===== config.mk =====
export PLATFORM = sky130hd
export DESIGN_NAME = mul_div_unit
export DESIGN_NICKNAME = d
export VERILOG_FILES = /design/src/rtl/mul_div_unit.sv
export SDC_FILE = /design/constraint.sdc
export NUM_CORES = 1
export LEC_CHECK = 0
export CORE_UTILIZATION = 61
export CTS_CLUSTER_DIAMETER = 80
export DETAILED_ROUTE_END_ITERATION = 7
export MAX_ROUTING_LAYER = met4
export PLACE_DENSITY = 0.82
export REMOVE_ABC_BUFFERS = 1
export SKIP_LAST_GASP = 1
export SLEW_MARGIN = 20
export SYNTH_ARGS = -nofsm -noshare
export SYNTH_HDL_FRONTEND = slang
export SYNTH_SLANG_ARGS = --single-unit

===== constraint.sdc =====
create_clock -name clk -period 4.7 [get_ports clk]
set_clock_uncertainty 0.15 [all_clocks]
set_input_delay 0.705 -clock clk [delete_from_list [all_inputs] [get_ports clk]]
set_output_delay 0.705 -clock clk [all_outputs]
set_load 0.05 [all_outputs]

===== src/rtl/mul_div_unit.sv =====
// rtl/mul_div_unit.sv - iterative RV32M multiply/divide unit
// Radix-2 shift-add multiply and restoring divide, 32 iterations plus one fix-up cycle.
module mul_div_unit #(
    parameter int XLEN = 32
) (
    input  logic            clk,
    input  logic            rst,
    input  logic            start,
    input  logic [2:0]      op,
    input  logic [XLEN-1:0] in1,
    input  logic [XLEN-1:0] in2,
    output logic            busy,
    output logic            done,
    output logic [XLEN-1:0] out
);

    localparam logic [2:0] OP_MUL    = 3'b000;
    localparam logic [2:0] OP_MULH   = 3'b001;
    localparam logic [2:0] OP_MULHSU = 3'b010;
    localparam logic [2:0] OP_MULHU  = 3'b011;
    localparam logic [2:0] OP_DIV    = 3'b100;
    localparam logic [2:0] OP_DIVU   = 3'b101;
    localparam logic [2:0] OP_REM    = 3'b110;
    localparam logic [2:0] OP_REMU   = 3'b111;

    typedef enum logic [1:0] {
        S_IDLE,
        S_CALC,
        S_FIX,
        S_DONE
    } state_t;

    state_t      state_q;
    logic [4:0]  cnt_q;
    logic [2:0]  op_q;
    logic        neg_q;
    logic        div0_q;
    logic [31:0] b_q;
    logic [64:0] acc_q;
    logic [31:0] out_q;
    logic        busy_q;
    logic        done_q;

    // Operand conditioning at acceptance
    logic        sgn1, sgn2, neg1, neg2, neg_d;
    logic [31:0] abs1, abs2;

    always_comb begin
        sgn1 = (op == OP_MUL) || (op == OP_MULH) || (op == OP_MULHSU) ||
               (op == OP_DIV) || (op == OP_REM);
        sgn2 = (op == OP_MUL) || (op == OP_MULH) || (op == OP_DIV) || (op == OP_REM);
        neg1 = sgn1 & in1[31];
        neg2 = sgn2 & in2[31];
        abs1 = neg1 ? (~in1 + 32'd1) : in1;
        abs2 = neg2 ? (~in2 + 32'd1) : in2;
        // REM takes the dividend's sign; every other op takes the product/quotient sign
        neg_d = (op == OP_REM) ? neg1 : (neg1 ^ neg2);
    end

    // One iteration step for each datapath
    logic [32:0] mul_sum;
    logic [64:0] mul_next;
    logic [32:0] rem_sh;
    logic [32:0] trial;
    logic [64:0] div_next;

    always_comb begin
        mul_sum  = acc_q[64:32] + (acc_q[0] ? {1'b0, b_q} : 33'd0);
        mul_next = {1'b0, mul_sum, acc_q[31:1]};
        rem_sh   = {acc_q[63:32], acc_q[31]};
        trial    = rem_sh - {1'b0, b_q};
        if (!trial[32]) begin
            div_next = {1'b0, trial[31:0], acc_q[30:0], 1'b1};
        end else begin
            div_next = {1'b0, rem_sh[31:0], acc_q[30:0], 1'b0};
        end
    end

    // Fix-up of sign and special cases
    logic [63:0] prod_c;
    logic [31:0] quot_c;
    logic [31:0] rem_c;
    logic [31:0] res_d;

    always_comb begin
        prod_c = neg_q ? (~acc_q[63:0] + 64'd1) : acc_q[63:0];
        quot_c = neg_q ? (~acc_q[31:0] + 32'd1) : acc_q[31:0];
        rem_c  = neg_q ? (~acc_q[63:32] + 32'd1) : acc_q[63:32];
        // Divide by zero forces all-ones quotient regardless of dividend sign
        if (div0_q) begin
            quot_c = 32'hFFFF_FFFF;
        end
        case (op_q)
            OP_MUL:                       res_d = prod_c[31:0];
            OP_MULH, OP_MULHSU, OP_MULHU: res_d = prod_c[63:32];
            OP_DIV, OP_DIVU:              res_d = quot_c;
            OP_REM, OP_REMU:              res_d = rem_c;
            default:                      res_d = 32'd0;
        endcase
    end

    always_ff @(posedge clk or negedge rst) begin
        if (!rst) begin
            state_q <= S_IDLE;
            cnt_q   <= 5'd0;
            op_q    <= 3'd0;
            neg_q   <= 1'b0;
            div0_q  <= 1'b0;
            b_q     <= 32'd0;
            acc_q   <= 65'd0;
            out_q   <= 32'd0;
            busy_q  <= 1'b0;
            done_q  <= 1'b0;
        end else begin
            case (state_q)
                S_IDLE, S_DONE: begin
                    done_q <= 1'b0;
                    // A start held through DONE is taken on the edge that leaves DONE
                    if (start) begin
                        state_q <= S_CALC;
                        cnt_q   <= 5'd0;
                        op_q    <= op;
                        neg_q   <= neg_d;
                        div0_q  <= (in2 == 32'd0);
                        b_q     <= op[2] ? abs2 : abs1;
                        acc_q   <= {33'd0, op[2] ? abs1 : abs2};
                        busy_q  <= 1'b1;
                    end else begin
                        state_q <= S_IDLE;
                        busy_q  <= 1'b0;
                    end
                end
                S_CALC: begin
                    acc_q <= op_q[2] ? div_next : mul_next;
                    cnt_q <= cnt_q + 5'd1;
                    if (cnt_q == 5'd31) begin
                        state_q <= S_FIX;
                    end
                end
                S_FIX: begin
                    out_q   <= res_d;
                    busy_q  <= 1'b0;
                    done_q  <= 1'b1;
                    state_q <= S_DONE;
                end
                default: begin
                    state_q <= S_IDLE;
                    busy_q  <= 1'b0;
                    done_q  <= 1'b0;
                end
            endcase
        end
    end

    assign busy = busy_q;
    assign done = done_q;
    assign out  = out_q;

endmodule


==> flow_summary_export.csv <==
group,metric,value,unit
status,status,"complete, no violations",
synth,yosysSeqAreaShare,24.9,%
synth,synthTopCellsByCount,"nor2_1 (221), a21oi_1 (211), o21ai_0 (166)",
setup_path,slowest_delay,0.60,ns
detailed_routing,vias_per_cell,6.47,
detailed_routing,final_antenna_net_count,0,
synth,ys_ff_latch,142,
global_routing,first_global_vias,13700,
flow_run,cap_viol_max_count,0,
layout,syn_to_final_growth,13.2,%
layout,multi_input_comb_area,10000,um^2
sta,period_share,90.2,%
sta,slew_violations,0,
setup_path,critPathLaunchType,"flip-flop",
synth,yosysTopAreaCellShare,24.9,%
power,power_density,842,nW/um^2
global_routing,gr-usage-all-layers,39.9,%
synth,syn_area,14300,um^2
floorplanning,die_x,155,um
synth,synth_cell_types,81,
setup_path,startpoint,"acc_q[0]",
sta,grt_setup_unrepaired,"no",
setup_path,critPathCaptureType,"flip-flop",
floorplanning,fp.coreArea,22800,um^2
setup_path,crit_required,4.86,ns
clocking,cts_buffers,17,
clocking,clock_latency,0.44,ns
setup_path,cp_max_fo,21,
setup_path,slowest_stage,"a2111oi_0",
detailed_routing,first_pass_iters,8,
clocking,postCtsSetupRepairBufs,0,
layout,seq_area,3560,um^2
sta,slew-limit-headroom,22.6,%
placement,place_congestion,0.985,
global_routing,globalRouteOverflowTotal,0,
detailed_routing,wirelength,45600,um
setup_path,path_class,"reg -> reg",
detailed_routing,drcViolationCount,0,
sta,worst_pin_slew,1.16,ns
sta,hold_viol_final,0,
clocking,cts_max_level,4,
synth,synth.most_common_cell,"nor2_1",
detailed_routing,vias,14600,
global_routing,grt_pass1_wl,73300,um
setup_path,r2r-start,"acc_q[0]",
sta,fin_crit,4.24,ns
synth,yosys_warnings,0,
clocking,cts_tree,"done",
placement,portBuffers,103,
detailed_routing,wl_per_cell,20.2,um
setup_path,path_buf_inv,2,
power,cellLeakagePower,6.99,nW
power,total_power,13.6,mW
floorplanning,io_pins,104,
synth,synth_edf_count,0,
layout,fin_nets,2073,
sta,timing.fmax,0.236,GHz
placement,dp_hpwl,34400,um
layout,final_core_util,71.0,%
layout,fillers,1924,
floorplanning,initial_core_util,62.7,%
clocking,clk_pin_slew,0.07,ns
floorplanning,rows,55,
setup_path,crit_family,"compound AO/OA/AOI/OAI gates",
power,ir_worst_vdd,0.473,mV
clocking,cts_hold_buf,0,
layout,final_layout_size_suffix_gt1_share,7.73,%
worst_hold_path,hp-class,"in -> async",
clocking,cts_resized,0,
detailed_routing,drtIter0Drc,1543,
sta,setup-tns-final,0,ns
synth,synth.largest_area_cell,"dfrtp_1",
synth,syn_inst,1886,
global_routing,grt_start_max_net_pins,105,
floorplanning,dieHeight,155,um
synth,synth_area_leaders,"dfrtp_1 (25%), a21oi_1 (7.4%), ha_1 (6.4%)",
global_routing,antenna_found_initial,0,
clocking,clkSinkCount,142,
sta,setup_viol,0,
synth,ys.flop_type,"dfrtp_1",
synth,synthArstFlopShare,100,%
clocking,cts_max_path_buffers,2,
layout,final_area,16200,um^2
setup_path,cp.arrival,4.40,ns
synth,syn_area_per_cell,7.58,um^2
floorplanning,dieArea,24000,um^2
setup_path,crit_chain,"inv_1 > buf_4 > nor2_1 > ha_1 > a2111oi_0 > nand2_1 > o21ai_0 > o41ai_1 > a221oi_1 > o211ai_1 > a21boi_0 > a41o_1 > a21oi_1",
layout,antenna_cells,0,
placement,dpl_cell_area,15600,um^2
clocking,ctsRootBufferMaster,"clkbuf_16",
-- stage by stage --
stage / worst slack (ns) / cells / hold WS [ns]
after floorplan: -1.07 / 1759 / 0.259
after global placement: 0.510 / 2222 / 0.311
after detailed placement: 0.415 / 2222 / 0.320
after CTS: 0.525 / 2254 / 0.250
after global routing: 0.117 / 2254 / 0.293
final: 0.462 / 2254 / 0.167
-- cells in the final DEF, fill, tap and decap left out, drive strengths merged, types with 18 or more instances in the layout --
cell,synthesis,routed
inv,65,70
a21oi,211,211
nand3,25,25
ha,73,73
buf,16,49
xor2,80,80
o22ai,18,18
xnor2,102,102
or3,21,21
a211oi,38,38
nor2,221,221
o31ai,24,24
o21ai,172,172
clkdlybuf4s50,0,101
mux2,36,36
a22oi,21,21
dfrtp,142,142
mux2i,25,25
nor3,35,35
clkbuf,111,18
nand2,163,163
a21o,36,36
-- worst reg2reg max path: cells and delay by family, from the launching register on --
kind / cells / cell delay, ns
and+or+nand+nor: 2 / 0.20
adders and majority gates: 1 / 0.21
buffers and inverters: 2 / 0.66
DFF: 1 / 0.48
AOI/OAI and AO/OA: 8 / 2.40
-- registers in the layout (all words and copies together), names as in the netlist --
register  flops
state_q       2
acc_q        64
busy          1
cnt_q         5
op_q          3
div0_q        1
b_q          32
out          32
done          1
neg_q         1
-- cell type report --
| class | count | area share, % |
|---|---|---|
| multi-input combinational | 1551 | 61.9 |
| sequential | 142 | 22.0 |
| timing repair buffer | 150 | 8.54 |
| clock buffer | 18 | 2.65 |
| tap | 313 | 2.42 |
| inverter | 66 | 1.53 |
| clock inverter | 14 | 0.982 |
-- where the power goes --
group	switching [mW]	internal, mW	leakage [nW]
sequential	0.885	1.78	1.75
clock	0.604	0.793	0.276
combinational	5.90	3.66	4.96
-- final timing paths --
kind	endpoint	slack (ns)	cells past startpoint
min	b_q[1]	0.17	1
max reg2reg	acc_q[63]	0.46	13
min in group clk	b_q[19]	0.33	2
min reg2reg	b_q[19]	0.33	2
max in group asynchronous	acc_q[55]	3.22	2
max	acc_q[63]	0.46	13
-- cell families after synthesis --
| logic type | count (synthesis) | share of synthesized area [%] |
|---|---|---|
| AOI/OAI and AO/OA | 665 | 29.1 |
| buffers and inverters | 193 | 5.32 |
| adders and majority gates | 75 | 6.67 |
| xor gates and xnor gates | 182 | 11.2 |
| and+or+nand+nor | 567 | 18.2 |
| muxes | 62 | 4.75 |
| DFF | 142 | 24.9 |
-- per-layer routing --
layer | share of wire, % | up-vias | track usage [%]
met4 | 3.4 | 0 | 14.9
met5 | 0 | - | -
met3 | 8.2 | 104 | 5.38
met1 | 43 | 6862 | 53.2
met2 | 45 | 678 | 62.0
li1 | - | 6929 | -
Power figures use the tool's default switching activity.
